--- src/rtl/clk_period_detector.sv ---
// Measures the full period of sig_in in clk cycles, classifies it against the
// divider's four nominal beat periods and tracks lock / signal-loss status.
module clk_period_detector #(
  parameter int unsigned clk_freq = 12_000_000,
  parameter int unsigned TOL      = 64,
  parameter int unsigned LOCK_CNT = 4
) (
  input  logic        clk,
  input  logic        rst,
  input  logic        sig_in,
  output logic [3:0]  period_code,
  output logic [31:0] meas_cycles,
  output logic        meas_valid,
  output logic        locked,
  output logic        sig_lost
);

  localparam logic [31:0] N1      = 32'(2 * (clk_freq / 600 / 2 + 1));
  localparam logic [31:0] N2      = 32'(2 * (clk_freq / 300 / 2 + 1));
  localparam logic [31:0] N3      = 32'(2 * (clk_freq / 200 / 2 + 1));
  localparam logic [31:0] N4      = 32'(2 * (clk_freq / 150 / 2 + 1));
  localparam logic [31:0] TIMEOUT = 2 * N4;
  localparam int unsigned SW      = $clog2(LOCK_CNT + 1);

  typedef enum logic {IDLE, MEASURE} state_t;

  state_t        state;
  logic          sync1, sync2, prev;
  logic          rise;
  logic [31:0]   counter;
  logic [SW-1:0] streak;
  logic [3:0]    code_new;
  logic [SW-1:0] streak_new;

  function automatic logic near(input logic [31:0] c, input logic [31:0] n);
    logic [31:0] d;
    d = (c >= n) ? (c - n) : (n - c);
    return d <= TOL;
  endfunction

  assign rise = sync2 & ~prev;

  // Checked from highest to lowest code so the lowest matching code wins.
  always_comb begin
    code_new = '0;
    if (near(counter, N4)) code_new = 4'd4;
    if (near(counter, N3)) code_new = 4'd3;
    if (near(counter, N2)) code_new = 4'd2;
    if (near(counter, N1)) code_new = 4'd1;
    if (code_new != '0 && code_new == period_code)
      streak_new = (streak == SW'(LOCK_CNT)) ? streak : streak + 1'b1;
    else
      streak_new = (code_new != '0) ? SW'(1) : '0;
  end

  always_ff @(posedge clk or posedge rst) begin
    if (rst) begin
      sync1       <= 1'b0;
      sync2       <= 1'b0;
      prev        <= 1'b0;
      state       <= IDLE;
      counter     <= '0;
      streak      <= '0;
      period_code <= '0;
      meas_cycles <= '0;
      meas_valid  <= 1'b0;
      locked      <= 1'b0;
      sig_lost    <= 1'b0;
    end else begin
      sync1      <= sig_in;
      sync2      <= sync1;
      prev       <= sync2;
      meas_valid <= 1'b0;
      case (state)
        IDLE: begin
          counter <= '0;
          if (rise) begin
            counter  <= 32'd1;
            sig_lost <= 1'b0;
            state    <= MEASURE;
          end
        end
        MEASURE: begin
          // A rise coinciding with the timeout still counts as a measurement.
          if (rise) begin
            meas_cycles <= counter;
            period_code <= code_new;
            meas_valid  <= 1'b1;
            streak      <= streak_new;
            locked      <= (streak_new == SW'(LOCK_CNT));
            counter     <= 32'd1;
          end else if (counter == TIMEOUT) begin
            sig_lost    <= 1'b1;
            period_code <= '0;
            locked      <= 1'b0;
            streak      <= '0;
            counter     <= '0;
            state       <= IDLE;
          end else begin
            counter <= counter + 32'd1;
          end
        end
        default: state <= IDLE;
      endcase
    end
  end

endmodule
--- config.mk ---
export PLATFORM = sky130hd
export DESIGN_NAME = clk_period_detector
export DESIGN_NICKNAME = d
export VERILOG_FILES = /design/src/rtl/clk_period_detector.sv
export SDC_FILE = /design/constraint.sdc
export NUM_CORES = 1
export LEC_CHECK = 0
export CORE_UTILIZATION = 50
export DETAILED_ROUTE_END_ITERATION = 8
export PLACE_DENSITY = 0.77
export RECOVER_POWER = 25
export SETUP_SLACK_MARGIN = 0.2
export SYNTH_ARGS = -nofsm -noshare
export SYNTH_HDL_FRONTEND = slang
export SYNTH_SLANG_ARGS = --single-unit
--- constraint.sdc ---
create_clock -name clk -period 4.1 [get_ports clk]
set_input_delay 0.615 -clock clk [delete_from_list [all_inputs] [get_ports clk]]
set_output_delay 0.615 -clock clk [all_outputs]
set_load 0.005 [all_outputs]
==> impl_metrics.json, run 1 <==
{
  "status": "finished with violations",
  "failed_checks": "max-capacitance violations, max-slew violations",
  "endpoint_kind": "register",
  "layout.nets": 1247,
  "min_to": "sync2",
  "synthFlopType": "dfrtp_1",
  "synth_cell_type_count": 99,
  "rsz0062_at_grt": "yes",
  "p_per_area_nw_per_um2": 262,
  "multi_input_area_um2": 6140,
  "cp_max_fo": 7,
  "path_cells": "buf_4 > ha_2 > or4_4 > o21ai_1 > buf_4 > a2bb2oi_1 > xnor2_1 > o311ai_2 > a2111oi_1 > and4b_2 > nand3_1 > o21ai_0 > nand3b_1 > a211o_1 > o21ai_1",
  "hold_class": "reg -> reg",
  "yosys-top-cells-count": "nor2_1, o21ai_0, nand2_1",
  "yosys_register_bits": 77,
  "drtAntennaViolNets": 0,
  "synthCells": 1094,
  "yosysMostFrequentCell": "nor2_1",
  "yosysSeqAreaShare": 0.237,
  "coreArea_um2": 15900,
  "grt_antenna_before_repair": 1,
  "grt_pass1_vias": 9034,
  "worst-path-buf-inv": 2,
  "crit_path_top_delay_cell": "or4_4",
  "r2r_end": "streak[1]",
  "worstSetupStartpointType": "register",
  "die_h_um": 130,
  "cpPeakStageDelay_ps": 470,
  "hold_violations": 0,
  "cts_tree": "done",
  "cts-htree-levels": 3,
  "finalCritPeriodShare": 0.939,
  "numCtsBuffers": 9,
  "grt_pass1_wl_um": 52500,
  "hold_depth": 0,
  "wire_per_inst_um": 24.2,
  "io_buffers": 40,
  "ys_async_sr_fraction": 1.00,
  "rr_worst_depth": 15,
  "final.setup.tns_ps": 0,
  "area.growth.synth_to_final_pct": 30.4,
  "hpwl_um": 26000,
  "synth_top_family_by_area": "simple AND/OR/NAND/NOR gates",
  "grt.overflow.total": 0,
  "ios": 42,
  "cts_buffer_depth": 2,
  "synth_area_um2": 8140,
  "grt_use_total": 0.417,
  "crit_required_ps": 4370,
  "grt_max_degree": 57,
  "clock-sinks": 77,
  "final.setup.worst_slack_ps": 250,
  "fp.dieArea_um2": 16800,
  "reg2reg_from": "counter[0]",
  "clk_latency_ps": 360,
  "synthXorXnorAreaFrac": 0.0592,
  "slew_viol_final": 113,
  "synthMuxAreaShare": 0.0257,
  "r2r_setup_slack_ps": 250,
  "drive_above_1_share": 0.267,
  "min_from": "sync1",
  "dieWidth_um": 130,
  "rows": 46,
  "first_pass_iters": 6,
  "dp_slack_ps": 17.7,
  "avgSynthCellArea_um2": 7.44,
  "synth_edf_count": 0,
  "fillers": 1372,
  "syn_nets": 1107,
  "vdd_drop_max_uv": 197,
  "crit_family": "compound AO/OA/AOI/OAI gates",
  "finalWorstPathRequiredPeriod_ps": 3850,
  "synth_compound_gate_area_share": 0.284,
  "clk_transition_reported_paths_ps": 60,
  "start_util": 0.512,
  "root_buffer": "clkbuf_16",
  "drv_cap": 2,
  "synth_top_area_frac": 0.237,
  "register_area_um2": 1940,
  "drc_errors": 0,
  "vias_per_cell": 6.86,
  "synthAdderAreaFrac": 0.0154,
  "critPathKind": "reg -> reg",
  "yosys.area_share.simple": 0.316,
  "ys_warn_count": 0,
  "synth_area_leader_cell": "dfrtp_1",
  "fin_skew_ps": 6.54,
  "relSlewSlack": -0.596,
  "max_freq_mhz": 260,
  "routabilityCongestion": 1.02,
  "yosys-top-cells-area": "dfrtp_1, o21ai_0, xnor2_1",
  "diodes": 0,
  "setup_violations": 0,
  "wl_um": 35200,
  "vias": 9984,
  "p_leak_nw": 4.47,
  "power_mw": 2.78,
  "drtIter0Drc": 1446,
  "cts_hold_buf": 0,
  "tightest_slew_ps": 2380,
  "arrival_ps": 4120
}
placed cells by master (no fill, tap or decap), types with 9 or more instances in the layout:
| cell type | instances |
|---|---|
| a31oi_1 | 9 |
| nor4_1 | 13 |
| xnor2_1 | 43 |
| or3_1 | 16 |
| o21ai_1 | 11 |
| nand2_1 | 94 |
| a211o_1 | 9 |
| mux2_2 | 15 |
| a21oi_1 | 48 |
| a211oi_1 | 17 |
| nand2b_1 | 13 |
| buf_4 | 178 |
| and2_1 | 9 |
| o22ai_1 | 9 |
| a21o_1 | 12 |
| and3_1 | 14 |
| nand4_1 | 24 |
| nor3_1 | 28 |
| inv_1 | 25 |
| or4_1 | 10 |
| clkbuf_16 | 9 |
| clkdlybuf4s50_1 | 38 |
| nor4_2 | 13 |
| dfrtp_1 | 66 |
| nand3_1 | 43 |
| nor2_1 | 96 |
| o21ai_0 | 91 |
| o211ai_1 | 14 |
| dfrtp_2 | 11 |
| xor2_1 | 12 |
| o21a_1 | 11 |
cells by family after synthesis:
kind of cell | Yosys count
AND/OR/NAND/NOR | 458
XOR/XNOR | 55
AO/OA/AOI/OAI | 343
flip-flops | 77
other | 1
buffers and inverters | 131
adder cells (fa/ha/maj) | 10
multiplexers | 19
flip-flops by register name (all words and copies together), names as in the netlist:
| name | count |
|---|---|
| locked | 1 |
| state | 1 |
| prev | 1 |
| counter | 32 |
| meas_valid | 1 |
| sync1 | 1 |
| meas_cycles | 32 |
| streak | 3 |
| sync2 | 1 |
| period_code | 3 |
| sig_lost | 1 |
per-stage QoR:
step | util | instances | area (um2) | hold WS (ps)
4_1_cts | 0.634 | 1432 | 10100 | 358
2_1_floorplan | - | 1094 | 8160 | 331
6_report | 0.668 | 1455 | 10600 | 354
3_3_place_gp | 0.611 | 1416 | 9710 | 346
5_1_grt | 0.668 | 1455 | 10600 | 362
3_5_place_dp | 0.611 | 1416 | 9710 | 348
layer usage:
metal / GRT usage / wire length, um / part of all wire
met4: 0.231 / 1890 / 0.054
met5: 0 / 13 / 0.00037
met3: 0.0937 / 4300 / 0.12
met2: 0.626 / 15400 / 0.44
met1: 0.552 / 13600 / 0.39
where the power goes:
| group | internal (mW) | switching (mW) | total (mW) |
|---|---|---|---|
| clock | 0.490 | 0.347 | 0.837 |
| combinational | 0.483 | 0.634 | 1.12 |
| sequential | 0.795 | 0.0338 | 0.829 |
area by class of cell:
class	count	area share
multi-input combinational	886	0.578
inverter	33	0.0118
clock inverter	5	0.00554
tap	216	0.0255
clock buffer	11	0.0229
timing repair buffer	227	0.173
sequential	77	0.183
worst max path at each step:
stage                     start         to  slack [ps]  cells past startpoint
detailed placement   counter[1]  streak[1]          20                     15
global placement     counter[1]     locked         120                     15
finish               counter[0]  streak[1]         250                     15
CTS                  counter[8]  streak[0]         210                     12
global route        counter[12]     locked         100                     16
floorplan            counter[2]  streak[0]         210                     16
worst reg2reg max path: cells and delay by family, from the launching register on:
family	cells	cell delay, ps
DFF	1	390
adders and majority gates	1	220
buffers and inverters	2	340
AOI/OAI and AO/OA	7	1510
xor gates and xnor gates	1	220
and+or+nand+nor	4	1080
repair_timing:
item / CTS / global route
gates cloned: 0 / 0
gates resized for setup: 12 / 85
buffers inserted: 0 / 23
pin swaps: 0 / 29
endpoints found under the setup margin: 4 / 5
(Power assumes the default switching activity.)
==> run 2, diff against run 1 <==
--- a/config.mk
+++ b/config.mk
@@ -7,6 +7,7 @@
 export LEC_CHECK = 0
 export CORE_UTILIZATION = 50
 export DETAILED_ROUTE_END_ITERATION = 8
+export HOLD_SLACK_MARGIN = 0.08
 export PLACE_DENSITY = 0.77
 export RECOVER_POWER = 25
 export SETUP_SLACK_MARGIN = 0.2
==> results of run 2 <==
Final layout, timing and power as in run 1 (identical DEF).
